### config.mk
export PLATFORM = sky130hd
export DESIGN_NAME = udatapath_pipe_flat
export DESIGN_NICKNAME = d
export VERILOG_FILES = /design/src/rtl/udatapath_pipe_if.sv /design/src/rtl/udatapath_pipe.sv /design/src/flat_wrapper.sv
export SDC_FILE = /design/constraint.sdc
export NUM_CORES = 1
export LEC_CHECK = 0
export ABC_AREA = 1
export CAP_MARGIN = 20
export CORE_ASPECT_RATIO = 1.5
export CORE_MARGIN = 5
export CORE_UTILIZATION = 38
export CTS_CLUSTER_SIZE = 8
export DETAILED_ROUTE_END_ITERATION = 10
export GPL_TIMING_DRIVEN = 0
export HOLD_SLACK_MARGIN = 0.02
export PLACE_DENSITY_LB_ADDON = 0.1
export SETUP_SLACK_MARGIN = 0.1
export SYNTH_ARGS = -nofsm -noshare
export SYNTH_HDL_FRONTEND = slang
export SYNTH_SLANG_ARGS = --single-unit
export TNS_END_PERCENT = 20
### constraint.sdc
create_clock -name UDATAPATH_PIPE_CLOCK_50 -period 2.5 [get_ports UDATAPATH_PIPE_CLOCK_50]
set_clock_uncertainty 0.15 [all_clocks]
set_input_delay 0.5 -clock UDATAPATH_PIPE_CLOCK_50 [delete_from_list [all_inputs] [get_ports UDATAPATH_PIPE_CLOCK_50]]
set_output_delay 0.5 -clock UDATAPATH_PIPE_CLOCK_50 [all_outputs]
set_load 0.05 [all_outputs]
### src/rtl/udatapath_pipe_if.sv
// Instruction/result handshake bundle for udatapath_pipe.
// The master drives instructions and the slave (the datapath) returns results.
`timescale 1ns/1ps
interface udatapath_pipe_if #(
    parameter int DATAWIDTH_BUS           = 32,
    parameter int DATAWIDTH_REGSEL        = 3,
    parameter int DATAWIDTH_ALU_SELECTION = 4
);
    logic                               UDATAPATH_PIPE_InstrValid_In;
    logic                               UDATAPATH_PIPE_InstrReady_Out;
    logic [DATAWIDTH_REGSEL-1:0]        UDATAPATH_PIPE_SelA_In;
    logic [DATAWIDTH_REGSEL-1:0]        UDATAPATH_PIPE_SelB_In;
    logic [DATAWIDTH_REGSEL-1:0]        UDATAPATH_PIPE_SelC_In;
    logic [DATAWIDTH_ALU_SELECTION-1:0] UDATAPATH_PIPE_AluOp_In;
    logic                               UDATAPATH_PIPE_WrEn_In;
    logic                               UDATAPATH_PIPE_ResultValid_Out;
    logic [DATAWIDTH_BUS-1:0]           UDATAPATH_PIPE_DataBUSDisplay_Out;
    logic [3:0]                         UDATAPATH_PIPE_Flags_Out;

    modport master (
        output UDATAPATH_PIPE_InstrValid_In, UDATAPATH_PIPE_SelA_In, UDATAPATH_PIPE_SelB_In,
               UDATAPATH_PIPE_SelC_In, UDATAPATH_PIPE_AluOp_In, UDATAPATH_PIPE_WrEn_In,
        input  UDATAPATH_PIPE_InstrReady_Out, UDATAPATH_PIPE_ResultValid_Out,
               UDATAPATH_PIPE_DataBUSDisplay_Out, UDATAPATH_PIPE_Flags_Out
    );

    modport slave (
        input  UDATAPATH_PIPE_InstrValid_In, UDATAPATH_PIPE_SelA_In, UDATAPATH_PIPE_SelB_In,
               UDATAPATH_PIPE_SelC_In, UDATAPATH_PIPE_AluOp_In, UDATAPATH_PIPE_WrEn_In,
        output UDATAPATH_PIPE_InstrReady_Out, UDATAPATH_PIPE_ResultValid_Out,
               UDATAPATH_PIPE_DataBUSDisplay_Out, UDATAPATH_PIPE_Flags_Out
    );
endinterface

### src/rtl/udatapath_pipe.sv
// Two-stage micro-datapath: register-file read/bypass at accept, one EX stage
// (multi-cycle for SHLN/SHRN, one bit per cycle), writeback plus a registered
// result/flags display. R0 is read-only and reads as DATA_REGFIXED_INIT_0.
`timescale 1ns/1ps
module udatapath_pipe #(
    parameter int                       DATAWIDTH_BUS           = 32,
    parameter int                       DATAWIDTH_REGSEL        = 3,
    parameter int                       DATAWIDTH_ALU_SELECTION = 4,
    parameter logic [DATAWIDTH_BUS-1:0] DATA_REGFIXED_INIT_0    = '0
) (
    input  logic                  UDATAPATH_PIPE_CLOCK_50,
    input  logic                  UDATAPATH_PIPE_Reset_InLow,
    udatapath_pipe_if.slave       bus
);
    localparam int W        = DATAWIDTH_BUS;
    localparam int NUM_REGS = 2 ** DATAWIDTH_REGSEL;
    localparam int SHW      = $clog2(DATAWIDTH_BUS);
    localparam int OPW      = DATAWIDTH_ALU_SELECTION;

    localparam logic [OPW-1:0] OP_ADD  = OPW'(1);
    localparam logic [OPW-1:0] OP_SUB  = OPW'(2);
    localparam logic [OPW-1:0] OP_AND  = OPW'(3);
    localparam logic [OPW-1:0] OP_OR   = OPW'(4);
    localparam logic [OPW-1:0] OP_XOR  = OPW'(5);
    localparam logic [OPW-1:0] OP_NOT  = OPW'(6);
    localparam logic [OPW-1:0] OP_SHL1 = OPW'(7);
    localparam logic [OPW-1:0] OP_SHR1 = OPW'(8);
    localparam logic [OPW-1:0] OP_SHLN = OPW'(9);
    localparam logic [OPW-1:0] OP_SHRN = OPW'(10);
    localparam logic [OPW-1:0] OP_INC  = OPW'(11);

    typedef enum logic {S_IDLE, S_EXEC} state_t;

    logic clk, rst_n;
    assign clk   = UDATAPATH_PIPE_CLOCK_50;
    assign rst_n = UDATAPATH_PIPE_Reset_InLow;

    state_t                   state_q, state_d;
    logic [W-1:0]             a_q, a_d, b_q, b_d, acc_q, acc_d;
    logic [OPW-1:0]           op_q, op_d;
    logic [DATAWIDTH_REGSEL-1:0] selc_q, selc_d;
    logic                     wren_q, wren_d;
    logic [SHW-1:0]           cnt_q, cnt_d;
    logic [W-1:0]             regs_q [NUM_REGS];
    logic [W-1:0]             regs_d [NUM_REGS];
    logic                     rv_q, rv_d;
    logic [W-1:0]             disp_q, disp_d;
    logic [3:0]               flags_q, flags_d;

    logic [W-1:0] alu_res, shl_step, shr_step, rd_a, rd_b;
    logic [W:0]   sum_ext;
    logic         alu_c, alu_v, is_shn, final_cycle, ready, accept, wb_en;

    // Handshake and writeback qualifiers; only SHLN/SHRN with count > 1 hold the EX stage.
    always_comb begin
        is_shn      = (op_q == OP_SHLN) || (op_q == OP_SHRN);
        final_cycle = (state_q == S_EXEC) && !(is_shn && (cnt_q > SHW'(1)));
        ready       = (state_q == S_IDLE) || final_cycle;
        accept      = bus.UDATAPATH_PIPE_InstrValid_In && ready;
        wb_en       = final_cycle && wren_q && (selc_q != '0);
    end

    // Operand read with R0 fixed and a bypass from the result being written this edge.
    always_comb begin
        rd_a = (bus.UDATAPATH_PIPE_SelA_In == '0) ? DATA_REGFIXED_INIT_0
                                                  : regs_q[bus.UDATAPATH_PIPE_SelA_In];
        rd_b = (bus.UDATAPATH_PIPE_SelB_In == '0) ? DATA_REGFIXED_INIT_0
                                                  : regs_q[bus.UDATAPATH_PIPE_SelB_In];
        if (wb_en && (selc_q == bus.UDATAPATH_PIPE_SelA_In)) rd_a = alu_res;
        if (wb_en && (selc_q == bus.UDATAPATH_PIPE_SelB_In)) rd_b = alu_res;
    end

    // ALU: result and carry/overflow for the op currently in EX.
    always_comb begin
        // NOTE: every output gets a default first so no path leaves a value held (no latch).
        alu_res  = a_q;
        alu_c    = 1'b0;
        alu_v    = 1'b0;
        sum_ext  = '0;
        shl_step = {acc_q[W-2:0], 1'b0};
        shr_step = {1'b0, acc_q[W-1:1]};
        case (op_q)
            OP_ADD: begin
                sum_ext = {1'b0, a_q} + {1'b0, b_q};
                alu_res = sum_ext[W-1:0];
                alu_c   = sum_ext[W];
                alu_v   = (a_q[W-1] == b_q[W-1]) && (alu_res[W-1] != a_q[W-1]);
            end
            OP_SUB: begin
                alu_res = a_q - b_q;
                alu_c   = (a_q >= b_q);
                alu_v   = (a_q[W-1] != b_q[W-1]) && (alu_res[W-1] != a_q[W-1]);
            end
            OP_INC: begin
                sum_ext = {1'b0, a_q} + {{W{1'b0}}, 1'b1};
                alu_res = sum_ext[W-1:0];
                alu_c   = sum_ext[W];
                alu_v   = !a_q[W-1] && alu_res[W-1];
            end
            OP_AND:  alu_res = a_q & b_q;
            OP_OR:   alu_res = a_q | b_q;
            OP_XOR:  alu_res = a_q ^ b_q;
            OP_NOT:  alu_res = ~a_q;
            OP_SHL1: begin
                alu_res = {a_q[W-2:0], 1'b0};
                alu_c   = a_q[W-1];
            end
            OP_SHR1: begin
                alu_res = {1'b0, a_q[W-1:1]};
                alu_c   = a_q[0];
            end
            OP_SHLN: begin
                alu_res = (cnt_q == '0) ? acc_q : shl_step;
                alu_c   = (cnt_q != '0) && acc_q[W-1];
            end
            OP_SHRN: begin
                alu_res = (cnt_q == '0) ? acc_q : shr_step;
                alu_c   = (cnt_q != '0) && acc_q[0];
            end
            default: alu_res = a_q;
        endcase
    end

    // Next-state: shift stepping, completion/writeback, then a new accept overrides EX fields.
    always_comb begin
        state_d = state_q;
        a_d     = a_q;
        b_d     = b_q;
        acc_d   = acc_q;
        op_d    = op_q;
        selc_d  = selc_q;
        wren_d  = wren_q;
        cnt_d   = cnt_q;
        regs_d  = regs_q;
        rv_d    = 1'b0;
        disp_d  = disp_q;
        flags_d = flags_q;
        if ((state_q == S_EXEC) && !final_cycle) begin
            acc_d = (op_q == OP_SHLN) ? shl_step : shr_step;
            cnt_d = cnt_q - 1'b1;
        end
        if (final_cycle) begin
            state_d = S_IDLE;
            rv_d    = 1'b1;
            disp_d  = alu_res;
            flags_d = {alu_res[W-1], (alu_res == '0), alu_c, alu_v};
            if (wb_en) regs_d[selc_q] = alu_res;
        end
        if (accept) begin
            state_d = S_EXEC;
            a_d     = rd_a;
            b_d     = rd_b;
            acc_d   = rd_a;
            cnt_d   = rd_b[SHW-1:0];
            op_d    = bus.UDATAPATH_PIPE_AluOp_In;
            selc_d  = bus.UDATAPATH_PIPE_SelC_In;
            wren_d  = bus.UDATAPATH_PIPE_WrEn_In;
        end
    end

    // State registers; reset aborts any in-flight op and clears visible outputs at once.
    always_ff @(posedge clk or negedge rst_n) begin
        if (!rst_n) begin
            state_q <= S_IDLE;
            a_q     <= '0;
            b_q     <= '0;
            acc_q   <= '0;
            op_q    <= '0;
            selc_q  <= '0;
            wren_q  <= 1'b0;
            cnt_q   <= '0;
            rv_q    <= 1'b0;
            disp_q  <= '0;
            flags_q <= '0;
            // NOTE: the register file is cleared by the async reset, so it must stay in flops.
            for (int i = 0; i < NUM_REGS; i++) regs_q[i] <= '0;
        end else begin
            // NOTE: non-blocking so each flop takes its pre-edge _d value regardless of order.
            state_q <= state_d;
            a_q     <= a_d;
            b_q     <= b_d;
            acc_q   <= acc_d;
            op_q    <= op_d;
            selc_q  <= selc_d;
            wren_q  <= wren_d;
            cnt_q   <= cnt_d;
            regs_q  <= regs_d;
            rv_q    <= rv_d;
            disp_q  <= disp_d;
            flags_q <= flags_d;
        end
    end

    assign bus.UDATAPATH_PIPE_InstrReady_Out     = ready;
    assign bus.UDATAPATH_PIPE_ResultValid_Out    = rv_q;
    assign bus.UDATAPATH_PIPE_DataBUSDisplay_Out = disp_q;
    assign bus.UDATAPATH_PIPE_Flags_Out          = flags_q;
endmodule

### src/flat_wrapper.sv
// flat-port wrapper written by rule: the top's interface ports become plain ports
module udatapath_pipe_flat 
#(
    parameter int                       DATAWIDTH_BUS           = 32,
    parameter int                       DATAWIDTH_REGSEL        = 3,
    parameter int                       DATAWIDTH_ALU_SELECTION = 4,
    parameter logic [DATAWIDTH_BUS-1:0] DATA_REGFIXED_INIT_0    = '0
)
  (UDATAPATH_PIPE_CLOCK_50, UDATAPATH_PIPE_Reset_InLow, bus_UDATAPATH_PIPE_InstrValid_In, bus_UDATAPATH_PIPE_SelA_In, bus_UDATAPATH_PIPE_SelB_In, bus_UDATAPATH_PIPE_SelC_In, bus_UDATAPATH_PIPE_AluOp_In, bus_UDATAPATH_PIPE_WrEn_In, bus_UDATAPATH_PIPE_InstrReady_Out, bus_UDATAPATH_PIPE_ResultValid_Out, bus_UDATAPATH_PIPE_DataBUSDisplay_Out, bus_UDATAPATH_PIPE_Flags_Out);
  udatapath_pipe_if #(.DATAWIDTH_BUS(DATAWIDTH_BUS), .DATAWIDTH_REGSEL(DATAWIDTH_REGSEL), .DATAWIDTH_ALU_SELECTION(DATAWIDTH_ALU_SELECTION)) bus_i ();
  input  logic UDATAPATH_PIPE_CLOCK_50;
  input  logic UDATAPATH_PIPE_Reset_InLow;
  input wire logic [$bits(bus_i.UDATAPATH_PIPE_InstrValid_In)-1:0] bus_UDATAPATH_PIPE_InstrValid_In;
  input wire logic [$bits(bus_i.UDATAPATH_PIPE_SelA_In)-1:0] bus_UDATAPATH_PIPE_SelA_In;
  input wire logic [$bits(bus_i.UDATAPATH_PIPE_SelB_In)-1:0] bus_UDATAPATH_PIPE_SelB_In;
  input wire logic [$bits(bus_i.UDATAPATH_PIPE_SelC_In)-1:0] bus_UDATAPATH_PIPE_SelC_In;
  input wire logic [$bits(bus_i.UDATAPATH_PIPE_AluOp_In)-1:0] bus_UDATAPATH_PIPE_AluOp_In;
  input wire logic [$bits(bus_i.UDATAPATH_PIPE_WrEn_In)-1:0] bus_UDATAPATH_PIPE_WrEn_In;
  output wire logic [$bits(bus_i.UDATAPATH_PIPE_InstrReady_Out)-1:0] bus_UDATAPATH_PIPE_InstrReady_Out;
  output wire logic [$bits(bus_i.UDATAPATH_PIPE_ResultValid_Out)-1:0] bus_UDATAPATH_PIPE_ResultValid_Out;
  output wire logic [$bits(bus_i.UDATAPATH_PIPE_DataBUSDisplay_Out)-1:0] bus_UDATAPATH_PIPE_DataBUSDisplay_Out;
  output wire logic [$bits(bus_i.UDATAPATH_PIPE_Flags_Out)-1:0] bus_UDATAPATH_PIPE_Flags_Out;
  assign bus_i.UDATAPATH_PIPE_InstrValid_In = bus_UDATAPATH_PIPE_InstrValid_In;
  assign bus_i.UDATAPATH_PIPE_SelA_In = bus_UDATAPATH_PIPE_SelA_In;
  assign bus_i.UDATAPATH_PIPE_SelB_In = bus_UDATAPATH_PIPE_SelB_In;
  assign bus_i.UDATAPATH_PIPE_SelC_In = bus_UDATAPATH_PIPE_SelC_In;
  assign bus_i.UDATAPATH_PIPE_AluOp_In = bus_UDATAPATH_PIPE_AluOp_In;
  assign bus_i.UDATAPATH_PIPE_WrEn_In = bus_UDATAPATH_PIPE_WrEn_In;
  assign bus_UDATAPATH_PIPE_InstrReady_Out = bus_i.UDATAPATH_PIPE_InstrReady_Out;
  assign bus_UDATAPATH_PIPE_ResultValid_Out = bus_i.UDATAPATH_PIPE_ResultValid_Out;
  assign bus_UDATAPATH_PIPE_DataBUSDisplay_Out = bus_i.UDATAPATH_PIPE_DataBUSDisplay_Out;
  assign bus_UDATAPATH_PIPE_Flags_Out = bus_i.UDATAPATH_PIPE_Flags_Out;
  udatapath_pipe #(.DATAWIDTH_BUS(DATAWIDTH_BUS), .DATAWIDTH_REGSEL(DATAWIDTH_REGSEL), .DATAWIDTH_ALU_SELECTION(DATAWIDTH_ALU_SELECTION), .DATA_REGFIXED_INIT_0(DATA_REGFIXED_INIT_0)) u_core (.UDATAPATH_PIPE_CLOCK_50(UDATAPATH_PIPE_CLOCK_50), .UDATAPATH_PIPE_Reset_InLow(UDATAPATH_PIPE_Reset_InLow), .bus(bus_i));
endmodule
==> reports/results.ini <==
[status]
status = complete, but fails checks
violations = negative setup slack

[layout]
nNetsFinal = 4741
areaGrowthSynthToFinish_pct = 36.9
fin_area_um2 = 37700
layout-drive-gt1-share_pct = 25.9

[worst_setup_path]
cp-end-kind = flip-flop
critPathMaxStageDelay_ps = 430
crit_path_frequent_cell = nand2_2
r2r-end = u_core.a_q[31]
ff2ff_path_depth = 18
reg2reg_slack_ps = -650
slowest_stage = dfrtp_2
cp_top_family = simple AND/OR/NAND/NOR gates
startpoint = u_core.a_q[0]
critPathBufInv = 5
critPathMaxFanout = 6
worstPathRequired_ps = 2840
r2r-start = u_core.a_q[0]
worstSetupStartpointType = flip-flop
path_depth = 18
cp.arrival_ps = 3490
cp_cell_sequence = buf_6 -> inv_8 -> ha_4 -> buf_4 -> buf_4 -> o21ai_4 -> nand3b_1 -> nand2_2 -> nand2_2 -> nand2_4 -> nand2_2 -> nand2_2 -> nand2_1 -> nand3_2 -> nand4_1 -> buf_6 -> o21ai_4 -> o21ai_1
worstSetupPathType = flip-flop to flip-flop

[synth]
synth_cell_types = 52
synth_area_leaders = dfrtp_1 34%, nand2_1 16%, o21ai_0 11%, inv_1 7.1%, ha_1 4.6%
yosysWarnings = 0
syn_area_per_cell_um2 = 6.46
synth_edf_count = 0
synth_largest_area_cell = dfrtp_1
synth_top_cells_by_count = 1152 x nand2_1, 586 x o21ai_0, 518 x inv_1
synth_nets = 4382
syn-cell-area_um2 = 27500
synth_ff_type = dfrtp_1
synth_top_area_share_pct = 33.6
netlist_instances = 4261
async_flop_share_pct = 100
ys_ff_latch = 370
seq_area_frac_synth_pct = 33.6
yosysMostFrequentCell = nand2_1

[power]
p_leak_nw = 17.1
combPwrFrac_pct = 60.8
p_sw_w = 0.0212
seqPwrFrac_pct = 23.3
p_int_w = 0.0209
vdd_drop_max_v = 0.000772
power_density_nw_per_um2 = 1120
finalPower_w = 0.0421
pwr-share-clk_pct = 15.8
switching_share_pct = 50.3

[cts]
ctsHtreeMaxLevel = 2
cts.path.max_buffers = 3
root_buffer = clkbuf_16
cts_tree = done
cts_num_sinks = 370
numCtsBuffers = 52
clk_latency_ps = 640
clk_pin_slew_ps = 50

[floorplan]
fp.dieW_um = 230
pin_count = 55
core-area_um2 = 72200
num_rows = 121
start_util_pct = 38.1
die_area_um2 = 78000
dieHeight_um = 340

[placement]
numPortBuffers = 52
gp_congestion = 1.06
hpwl_mm = 120
place_ws_ps = -1940
placed_cell_area_um2 = 29800

[drt]
vias = 32600
vias_per_cell = 5.87
wl_per_cell_um = 28.3
drtIter0Drc = 3177
routed_wl_mm = 157
route.detailed.drc = 0
drtAntennaViolNets = 0
drtPass1Iterations = 6

[grt]
grt_pass1_wl_mm = 223
grt_max_degree = 100
grtUsageTotal_pct = 38.9
grt_pass1_vias = 32600
antenna_found_initial = 5
overflow = 0

[sta]
slew_headroom_pct = 21.7
setup_viol = 367
fin_crit_ps = 3150
tightest_slew_ps = 1170
hold_viol = 0
rsz0062_at_grt = true
fin_crit_sh_pct = 126
worst_slack_ps = -647
setup_tns_ps = -133500
slew_viol_final = 0
fmax_mhz = 318

[worst_hold_path]
hold_class = input port to asynchronous set/reset pin

[flow_run]
max_cap_violations = 0

## worst max-delay path by stage
| stage | end | slack (ps) |
|---|---|---|
| after floorplan | u_core.acc_q[31] | -60 |
| after global placement | u_core.a_q[17] | -18220 |
| after detailed placement | u_core.b_q[1] | -1940 |
| after CTS | u_core.acc_q[30] | -640 |
| after global routing | u_core.bus.UDATAPATH_PIPE_Flags_Out[2] | -700 |
| final | u_core.a_q[31] | -650 |
## flip-flops by register name (all words and copies together), names as in the netlist
register                                      count
u_core.a_q                                       32
u_core.acc_q                                     32
u_core.b_q                                       32
u_core.bus.UDATAPATH_PIPE_DataBUSDisplay_Out     31
u_core.bus.UDATAPATH_PIPE_Flags_Out               4
u_core.bus.UDATAPATH_PIPE_ResultValid_Out         1
u_core.cnt_q                                      5
u_core.op_q                                       4
u_core.regs_q                                   224
u_core.selc_q                                     3
u_core.state_q                                    1
u_core.wren_q                                     1
## layer usage
metal  global-route usage, %  up-vias  share of wire [%]
met3                    7.27      819                6.4
met2                    65.5     1664                 47
met1                    39.9    15400                 33
met5                       0        -              0.014
li1                        -    14700                  -
met4                    38.0        2                 13
## what timing repair did
| action | in CTS | in global routing |
|---|---|---|
| endpoints found under the hold margin | 62 | 0 |
| hold buffers | 1 | 0 |
| pin swaps | 107 | 105 |
| setup buffers | 162 | 77 |
| resized for setup | 900 | 462 |
| cloned | 3 | 3 |
| endpoints found under the setup margin | 407 | 407 |
## power by group through the flow
stage                     clock network, W  logic, W  registers [W]
after floorplan                          0    0.0103         0.0103
after global placement                   0    0.0176        0.00998
after detailed placement                 0    0.0177        0.00996
after CTS                          0.00667    0.0226        0.00974
after global routing               0.00690    0.0271         0.0100
final                              0.00667    0.0256        0.00983
## cell type report
class | count | area, µm²
Fill cell | 7255 | 34500
Timing Repair Buffer | 306 | 3050
Tap cell | 922 | 1150
Clock inverter | 2 | 17.5
Buffer | 248 | 2010
Clock buffer | 60 | 1380
Sequential cell | 370 | 9300
Inverter | 542 | 2230
Multi-Input combinational cell | 3100 | 18500
Antenna cell | 5 | 12.5
## cell families after synthesis
| group | synth area share (%) |
|---|---|
| buf+inv | 11.2 |
| compound gates | 22.7 |
| flops | 33.6 |
| simple gates | 27.3 |
| xor+xnor | 0.350 |
| fa+ha+maj | 4.78 |
## worst register-to-register path, delay by kind of cell, from the launching register on
family | cells | cell delay [ps]
AO/OA/AOI/OAI | 3 | 530
AND/OR/NAND/NOR | 9 | 1100
adder cells (fa/ha/maj) | 1 | 150
buffers and inverters | 5 | 670
flip-flops | 1 | 430
## stage by stage
| stage | utilization [%] | std cells | hold slack, ps |
|---|---|---|---|
| after floorplan | - | 4261 | 54.4 |
| after global placement | 41.0 | 5235 | 316 |
| after detailed placement | 41.3 | 5244 | 321 |
| after CTS | 49.3 | 5472 | 308 |
| after global routing | 52.2 | 5551 | 333 |
| final | 52.2 | 5555 | 286 |
## cells in the final DEF (no fill, tap or decap), types with 28 or more instances in the layout
cell type	synthesis	final
nand2_1	1152	985
o21ai_0	586	449
inv_1	518	433
dfrtp_1	370	340
nor2_1	334	216
buf_4	4	206
a21oi_1	248	201
nand3_1	235	165
o21ai_1	112	162
nand2_2	6	98
ha_1	102	85
clkbuf_1	159	78
nor2_4	5	74
nand2_4	1	69
clkbuf_16	0	67
buf_6	1	66
o211ai_1	61	61
o21ai_2	0	61
inv_2	18	59
nor2_2	9	58
nand3_2	1	50
clkdlybuf4s50_1	0	50
nand4_1	40	40
clkbuf_2	2	38
buf_12	0	36
a31oi_1	39	35
a21oi_2	1	32
dfrtp_2	0	30
o22ai_1	28	28
No activity file was read; power rests on OpenSTA's default activity.
